<file path="src/rtl/kvs_arb_pkg.sv">
// Shared definitions for the KVS request arbiter.
//   FLAG_W_DEF : default flag width on db_top request/response
//   FLAG_*     : flag encodings shared with db_top
//   clog2()    : constant ceil(log2) helper used for tag/pointer widths
package kvs_arb_pkg;

  localparam int unsigned FLAG_W_DEF = 4;

  localparam logic [FLAG_W_DEF-1:0] FLAG_GET = 4'h1;
  localparam logic [FLAG_W_DEF-1:0] FLAG_SET = 4'h2;
  localparam logic [FLAG_W_DEF-1:0] FLAG_HIT = 4'h4;

  // ceil(log2(v)) for elaboration-time widths; returns 0 for v <= 1
  function automatic int unsigned clog2(input int unsigned v);
    int unsigned r;
    r = 0;
    for (int unsigned i = 0; i < 32; i++) begin
      if ((32'd1 << i) < v) r = i + 1;
    end
    return r;
  endfunction

endpackage

</file>
<file path="src/rtl/kvs_tag_fifo.sv">
// Tag FIFO recording which requester owns each in-flight lookup.
// Ports: clk, rst (async active-high), push/din, pop/dout (head, show-ahead),
//        full, empty, count (occupancy 0..DEPTH).
// A push while full is accepted only if a pop happens in the same cycle.
module kvs_tag_fifo
  import kvs_arb_pkg::*;
#(
  parameter int unsigned W     = 1,
  parameter int unsigned DEPTH = 8
) (
  input  logic                        clk,
  input  logic                        rst,
  input  logic                        push,
  input  logic [W-1:0]                din,
  input  logic                        pop,
  output logic [W-1:0]                dout,
  output logic                        full,
  output logic                        empty,
  output logic [$clog2(DEPTH+1)-1:0]  count
);

  localparam int unsigned PTR_W = clog2(DEPTH);
  localparam int unsigned CNT_W = $clog2(DEPTH+1);

  logic [W-1:0]     mem [DEPTH];
  logic [PTR_W-1:0] wr_ptr;
  logic [PTR_W-1:0] rd_ptr;
  logic             do_push;
  logic             do_pop;

  assign empty   = (count == '0);
  assign full    = (count == CNT_W'(DEPTH));
  assign do_pop  = pop && !empty;
  assign do_push = push && (!full || do_pop);
  assign dout    = mem[rd_ptr];

  // Storage and pointers; pointers wrap naturally at DEPTH (power of 2)
  always_ff @(posedge clk or posedge rst) begin
    if (rst) begin
      for (int unsigned i = 0; i < DEPTH; i++) mem[i] <= '0;
      wr_ptr <= '0;
      rd_ptr <= '0;
      count  <= '0;
    end else begin
      if (do_push) begin
        mem[wr_ptr] <= din;
        wr_ptr      <= wr_ptr + PTR_W'(1);
      end
      if (do_pop) rd_ptr <= rd_ptr + PTR_W'(1);
      case ({do_push, do_pop})
        2'b10:   count <= count + CNT_W'(1);
        2'b01:   count <= count - CNT_W'(1);
        default: count <= count;
      endcase
    end
  end

endmodule

</file>
<file path="src/rtl/kvs_req_arbiter.sv">
// Round-robin arbiter sharing the db_top lookup port among NREQ requesters.
// Responses from db_top come back in request order, so grant order is kept
// in a tag FIFO and each response is steered back to its originator.
// Ports:
//   clk, rst                      clock, async active-high reset
//   req_key/req_flag/req_valid    per-requester request lanes
//   req_ready                     one-hot accept strobe (combinational)
//   db_key/db_flag/db_valid       registered request to db_top, db_ready in
//   db_out_valid/db_out_flag      db_top response (no backpressure)
//   rsp_valid/rsp_flag            per-requester response pulse and flag
//   outstanding                   lookups in flight
//   err_orphan                    sticky: response with no tag outstanding
// Optional: define KVS_ARB_STATS_EN to add grant_cnt and stall_cnt counters.
module kvs_req_arbiter
  import kvs_arb_pkg::*;
#(
  parameter int unsigned NREQ      = 2,
  parameter int unsigned KEY_SIZE  = 96,
  parameter int unsigned FLAG_W    = FLAG_W_DEF,
  parameter int unsigned MAX_OUTST = 8
) (
  input  logic                            clk,
  input  logic                            rst,
  input  logic [NREQ*KEY_SIZE-1:0]        req_key,
  input  logic [NREQ*FLAG_W-1:0]          req_flag,
  input  logic [NREQ-1:0]                 req_valid,
  output logic [NREQ-1:0]                 req_ready,
  output logic [KEY_SIZE-1:0]             db_key,
  output logic [FLAG_W-1:0]               db_flag,
  output logic                            db_valid,
  input  logic                            db_ready,
  input  logic                            db_out_valid,
  input  logic [FLAG_W-1:0]               db_out_flag,
  output logic [NREQ-1:0]                 rsp_valid,
  output logic [NREQ*FLAG_W-1:0]          rsp_flag,
  output logic [$clog2(MAX_OUTST+1)-1:0]  outstanding,
`ifdef KVS_ARB_STATS_EN
  output logic [NREQ*32-1:0]              grant_cnt,
  output logic [31:0]                     stall_cnt,
`endif
  output logic                            err_orphan
);

  localparam int unsigned TAG_W = clog2(NREQ);
  localparam int unsigned CNT_W = $clog2(MAX_OUTST+1);

  logic [TAG_W-1:0] rr_ptr;
  logic [TAG_W-1:0] grant_idx_c;
  logic [TAG_W-1:0] rr_next_c;
  logic             grant_any_c;
  logic             can_accept_c;
  logic             accept_c;
  logic             pop_c;
  logic             fifo_empty;
  logic             fifo_full;
  logic [TAG_W-1:0] head_tag;

  assign can_accept_c = (!db_valid || db_ready) && (outstanding < CNT_W'(MAX_OUTST));
  assign accept_c     = can_accept_c && grant_any_c;
  assign pop_c        = db_out_valid && !fifo_empty;

  // First valid requester at or after rr_ptr, modulo NREQ
  always_comb begin
    int unsigned      idx;
    logic [TAG_W-1:0] idx_t;
    grant_idx_c = '0;
    grant_any_c = 1'b0;
    req_ready   = '0;
    for (int unsigned k = 0; k < NREQ; k++) begin
      idx = 32'(rr_ptr) + k;
      if (idx >= NREQ) idx = idx - NREQ;
      idx_t = TAG_W'(idx);
      if (!grant_any_c && req_valid[idx_t]) begin
        grant_any_c = 1'b1;
        grant_idx_c = idx_t;
      end
    end
    req_ready[grant_idx_c] = accept_c;
  end

  assign rr_next_c = (32'(grant_idx_c) == NREQ - 1) ? '0 : grant_idx_c + TAG_W'(1);

  // Request output register, round-robin pointer
  always_ff @(posedge clk or posedge rst) begin
    if (rst) begin
      db_valid <= 1'b0;
      db_key   <= '0;
      db_flag  <= '0;
      rr_ptr   <= '0;
    end else if (accept_c) begin
      db_valid <= 1'b1;
      db_key   <= req_key[32'(grant_idx_c)*KEY_SIZE +: KEY_SIZE];
      db_flag  <= req_flag[32'(grant_idx_c)*FLAG_W +: FLAG_W];
      rr_ptr   <= rr_next_c;
    end else if (db_ready) begin
      db_valid <= 1'b0;
    end
  end

  // Response steering; rsp_flag lanes hold their last value between pulses
  always_ff @(posedge clk or posedge rst) begin
    if (rst) begin
      rsp_valid  <= '0;
      rsp_flag   <= '0;
      err_orphan <= 1'b0;
    end else begin
      rsp_valid <= '0;
      if (pop_c) begin
        rsp_valid[head_tag]                        <= 1'b1;
        rsp_flag[32'(head_tag)*FLAG_W +: FLAG_W]   <= db_out_flag;
      end
      if (db_out_valid && fifo_empty) err_orphan <= 1'b1;
    end
  end

  kvs_tag_fifo #(
    .W     (TAG_W),
    .DEPTH (MAX_OUTST)
  ) u_tag_fifo (
    .clk   (clk),
    .rst   (rst),
    .push  (accept_c),
    .din   (grant_idx_c),
    .pop   (pop_c),
    .dout  (head_tag),
    .full  (fifo_full),
    .empty (fifo_empty),
    .count (outstanding)
  );

`ifdef KVS_ARB_STATS_EN
  // Saturating per-requester accept counters and arbitration stall counter
  always_ff @(posedge clk or posedge rst) begin
    if (rst) begin
      grant_cnt <= '0;
      stall_cnt <= '0;
    end else begin
      for (int unsigned i = 0; i < NREQ; i++) begin
        if (req_ready[i] && (grant_cnt[i*32 +: 32] != 32'hFFFF_FFFF))
          grant_cnt[i*32 +: 32] <= grant_cnt[i*32 +: 32] + 32'd1;
      end
      if ((|req_valid) && !can_accept_c && (stall_cnt != 32'hFFFF_FFFF))
        stall_cnt <= stall_cnt + 32'd1;
    end
  end
`endif

  logic unused_full;
  assign unused_full = fifo_full;

endmodule
</file>
<file path="config.mk">
export PLATFORM = sky130hd
export DESIGN_NAME = kvs_req_arbiter
export DESIGN_NICKNAME = d
export VERILOG_FILES = /design/src/rtl/kvs_arb_pkg.sv /design/src/rtl/kvs_tag_fifo.sv /design/src/rtl/kvs_req_arbiter.sv
export SDC_FILE = /design/constraint.sdc
export NUM_CORES = 1
export LEC_CHECK = 0
export BUFFER_PORTS_ARGS = -buffer_cell sky130_fd_sc_hd__buf_2
export CAP_MARGIN = 20
export CORE_UTILIZATION = 38
export CTS_BUF_LIST = sky130_fd_sc_hd__clkbuf_16
export DETAILED_ROUTE_END_ITERATION = 6
export GPL_TIMING_DRIVEN = 0
export PLACE_DENSITY = 0.7
export REMOVE_ABC_BUFFERS = 1
export SLEW_MARGIN = 20
export SYNTH_ARGS = -nofsm -noshare
export SYNTH_HDL_FRONTEND = slang
export SYNTH_SLANG_ARGS = --single-unit
</file>
<file path="constraint.sdc">
create_clock -name clk -period 9.01 [get_ports clk]
set_input_delay 0.901 -clock clk [delete_from_list [all_inputs] [get_ports clk]]
set_output_delay 0.901 -clock clk [all_outputs]
set_load 0.05 [all_outputs]
</file>
==> load_flow_metrics.sql <==
INSERT INTO impl_metrics (metric_group, metric, value, unit) VALUES
('global_route', 'first_global_vias', '5332', ''),
('detailed_routing', 'detail_route.drc_violations', '0', ''),
('global_route', 'grt_first_pass_wirelength', '27400', 'um'),
('clock_network', 'worst_skew_pair_latency', '0.41', 'ns'),
('timing', 'slew_worst_pin', '0.774', 'ns'),
('clock_network', 'clk_transition_reported_paths', '0.05', 'ns'),
('detailed_routing', 'first_pass_iters', '5', ''),
('hold_path', 'worst_hold_path.endpoint', 'err_orphan$_DFFE_PP0P_', ''),
('timing', 'post-route-period-util', '35.3', '%'),
('detailed_routing', 'totalWireLength', '17500', 'um'),
('clock_network', 'postCtsSetupRepairBufs', '0', ''),
('synthesis', 'syn_inst', '667', ''),
('hold_path', 'hold_path_class', 'flip-flop to flip-flop', ''),
('worst_setup_path', 'worstSetupStartpoint', 'req_valid[0]', ''),
('layout', 'synthToLayoutAreaGrowth', '43.2', '%'),
('timing', 'rsz0062_at_grt', 'no', ''),
('placed_design', 'detailed_place_hpwl', '12800', 'um'),
('global_route', 'grt_util_all_layers', '21.7', '%'),
('pwr', 'leakage_component_of_the_power', '4.24', 'nW'),
('run', 'maxCapViolCount', '0', ''),
('synthesis', 'synth_area_leader_cell', 'sky130_fd_sc_hd__dfrtp_1', ''),
('synthesis', 'syn_area', '6010', 'um^2'),
('global_route', 'grt_util_met1', '26.0', '%'),
('detailed_routing', 'vias', '5732', ''),
('die', 'core.rowCount', '45', ''),
('timing', 'max-slew-margin-rel', '48.2', '%'),
('die', 'initial_core_util', '39.3', '%'),
('pwr', 'vdd.ir_drop.worst', '247', 'uV'),
('die', 'dieHeight', '128', 'um'),
('synthesis', 'avg_synthesized_cell_area', '9.02', 'um^2'),
('clock_network', 'cts_buffer_depth', '2', ''),
('timing', 'finalWorstPathRequiredPeriod', '3.18', 'ns'),
('hold_path', 'hold_path_startpoint', 'err_orphan$_DFFE_PP0P_', ''),
('clock_network', 'cts.hold.buffers_added', '0', ''),
('worst_setup_path', 'worstSetupPathType', 'input port to output pin', ''),
('layout', 'instances_no_fill', '1202', ''),
('clock_network', 'htreeDepth', '4', ''),
('timing', 'timing.hold.ws', '0.476', 'ns'),
('worst_setup_path', 'worst-endpoint-required', '8.11', 'ns'),
('placed_design', 'gp_congestion', '0.816', ''),
('die', 'design.portCount', '328', ''),
('clock_network', 'cts-buffers-inserted', '17', ''),
('detailed_routing', 'ant_nets', '0', ''),
('worst_setup_path', 'worst-r2r-setup-slack', '6.54', 'ns'),
('worst_setup_path', 'ff2ff_path_depth', '10', ''),
('timing', 'drv_slew', '0', ''),
('detailed_routing', 'routed_via_density', '4.77', ''),
('placed_design', 'dpl.cell_count', '1169', ''),
('status', 'status', 'finished clean', ''),
('global_route', 'grt-ovfl-total', '0', ''),
('die', 'fp.coreArea', '15300', 'um^2'),
('global_route', 'grtUsageMet2', '36.0', '%'),
('layout', 'layout.nets', '1192', ''),
('synthesis', 'synth_seq_area_share', '54.5', '%'),
('clock_network', 'clock-root-buffer', 'sky130_fd_sc_hd__clkbuf_16', ''),
('clock_network', 'cts-resized-gates', '0', ''),
('worst_setup_path', 'worst-path-max-fanout', '24', ''),
('hold_path', 'timing.hold.worst_path_depth', '1', ''),
('worst_setup_path', 'r2r_end', 'u_tag_fifo.count[2]$_DFFE_PP0P_', ''),
('worst_setup_path', 'crit-reg2reg-launch', 'u_tag_fifo.count[1]$_DFFE_PP0P_', ''),
('pwr', 'cellPowerDensity', '440', 'nW/um^2'),
('timing', 'finalClockSkew', '0.00621', 'ns'),
('synthesis', 'synth_seq_cells', '131', ''),
('timing', 'setup_viol', '0', ''),
('global_route', 'grt_antenna_before_repair', '1', ''),
('layout', 'drive_above_1_share', '40.2', '%'),
('synthesis', 'yosys_warnings', '0', ''),
('detailed_routing', 'drtIter0Drc', '350', ''),
('global_route', 'grt_max_degree', '73', ''),
('synthesis', 'post_synth_main_area_contributors', 'sky130_fd_sc_hd__dfrtp_1 (55%), sky130_fd_sc_hd__nand2_1 (13%), sky130_fd_sc_hd__a31oi_1 (10%)', ''),
('clock_network', 'cts.sink_count', '131', '');
## worst max-delay path by stage
stage / to / slack [ns] / depth (start not counted)
2_1_floorplan: req_ready[0] / -0.14 / 2
3_3_place_gp: db_key[70]$_DFFE_PP0P_ / -3.50 / 4
3_5_place_dp: req_ready[1] / 5.82 / 6
4_1_cts: req_ready[1] / 5.81 / 6
5_1_grt: req_ready[1] / 5.71 / 6
6_report: req_ready[1] / 5.83 / 6
## layout by cell type, fill, tap and decap left out, types with 4 or more instances in the layout
cell type                   count
sky130_fd_sc_hd__a31oi_1      100
sky130_fd_sc_hd__buf_12         4
sky130_fd_sc_hd__buf_16        10
sky130_fd_sc_hd__buf_2        327
sky130_fd_sc_hd__clkbuf_16     17
sky130_fd_sc_hd__clkinv_1       4
sky130_fd_sc_hd__clkinv_2       6
sky130_fd_sc_hd__dfrtp_1      131
sky130_fd_sc_hd__ha_1           5
sky130_fd_sc_hd__inv_1          4
sky130_fd_sc_hd__mux2_2        16
sky130_fd_sc_hd__nand2_1      210
sky130_fd_sc_hd__nor2_1       105
sky130_fd_sc_hd__xnor2_1        5
sky130_fd_sc_hd__xor2_1         4
## cell families after synthesis
kind of cell | Yosys count | synth area share (%)
AND/OR/NAND/NOR | 334 | 22.7
flip-flops | 131 | 54.5
AO/OA/AOI/OAI | 111 | 12.0
buffers and inverters | 56 | 4.52
multiplexers | 21 | 3.91
XOR/XNOR | 9 | 1.31
adder cells (fa/ha/maj) | 5 | 1.04
## through the flow
step	setup WS, ns	util, %	power, mW	cell area (um^2)
4_1_cts	5.81	56.2	3.82	8610
3_3_place_gp	-3.50	50.1	3.15	7670
2_1_floorplan	-0.143	-	2.63	5770
6_report	5.83	56.2	3.79	8610
3_5_place_dp	5.82	52.6	3.17	8060
5_1_grt	5.71	56.2	4.01	8610
## power breakdown
part / switching, mW / internal [mW]
combinational: 1.49 / 0.575
clock: 0.251 / 0.398
sequential: 0.189 / 0.887
total: 1.93 / 1.86
## critical path, stage by stage
cell                      delay, ns
sky130_fd_sc_hd__buf_2         0.12
sky130_fd_sc_hd__inv_1         0.08
sky130_fd_sc_hd__o21ai_4       0.63
sky130_fd_sc_hd__buf_16        0.25
sky130_fd_sc_hd__nor2_1        0.08
sky130_fd_sc_hd__buf_2         0.21
## registers in the layout, indices dropped and copies added (netlist names), 2 cells and up
register / cells
u_tag_fifo.wr_ptr: 3
u_tag_fifo.mem: 8
db_flag: 4
rsp_flag: 8
rsp_valid: 2
u_tag_fifo.rd_ptr: 3
u_tag_fifo.count: 4
db_key: 96
## synthesized netlist by cell type (all sizes together)
library cell    n
nor2b           3
mux2i           4
nand2b          2
nor4            2
inv             6
xnor2           5
nand4b          3
nand3           3
clkbuf         12
a31oi         101
o21bai          1
a21boi          1
a22oi           1
ha              5
a21o            1
nor4b           2
nor3            1
a211o           1
nor2          105
buf            38
nand3b          1
a21oi           3
nand2         210
dfrtp         131
xor2            4
mux2           17
nand4           2
o21ai           2
## layer usage
metal  up-vias  share of wire [%]  wire length [um]
li1       2859                  -                 -
met2       226                 49              8580
met1      2612                 42              7350
met4         0                2.2               377
met5         -                  0                 0
met3        35                6.7              1180
## cell type report
class,count,area [um^2]
antenna,1,2.50
clock buffer,17,425
clock inverter,15,124
fill,1441,6710
inverter,6,32.5
multi-input combinational,480,2490
sequential,131,3280
tap,211,264
timing repair buffer,341,1990
(Power assumes the default switching activity.)
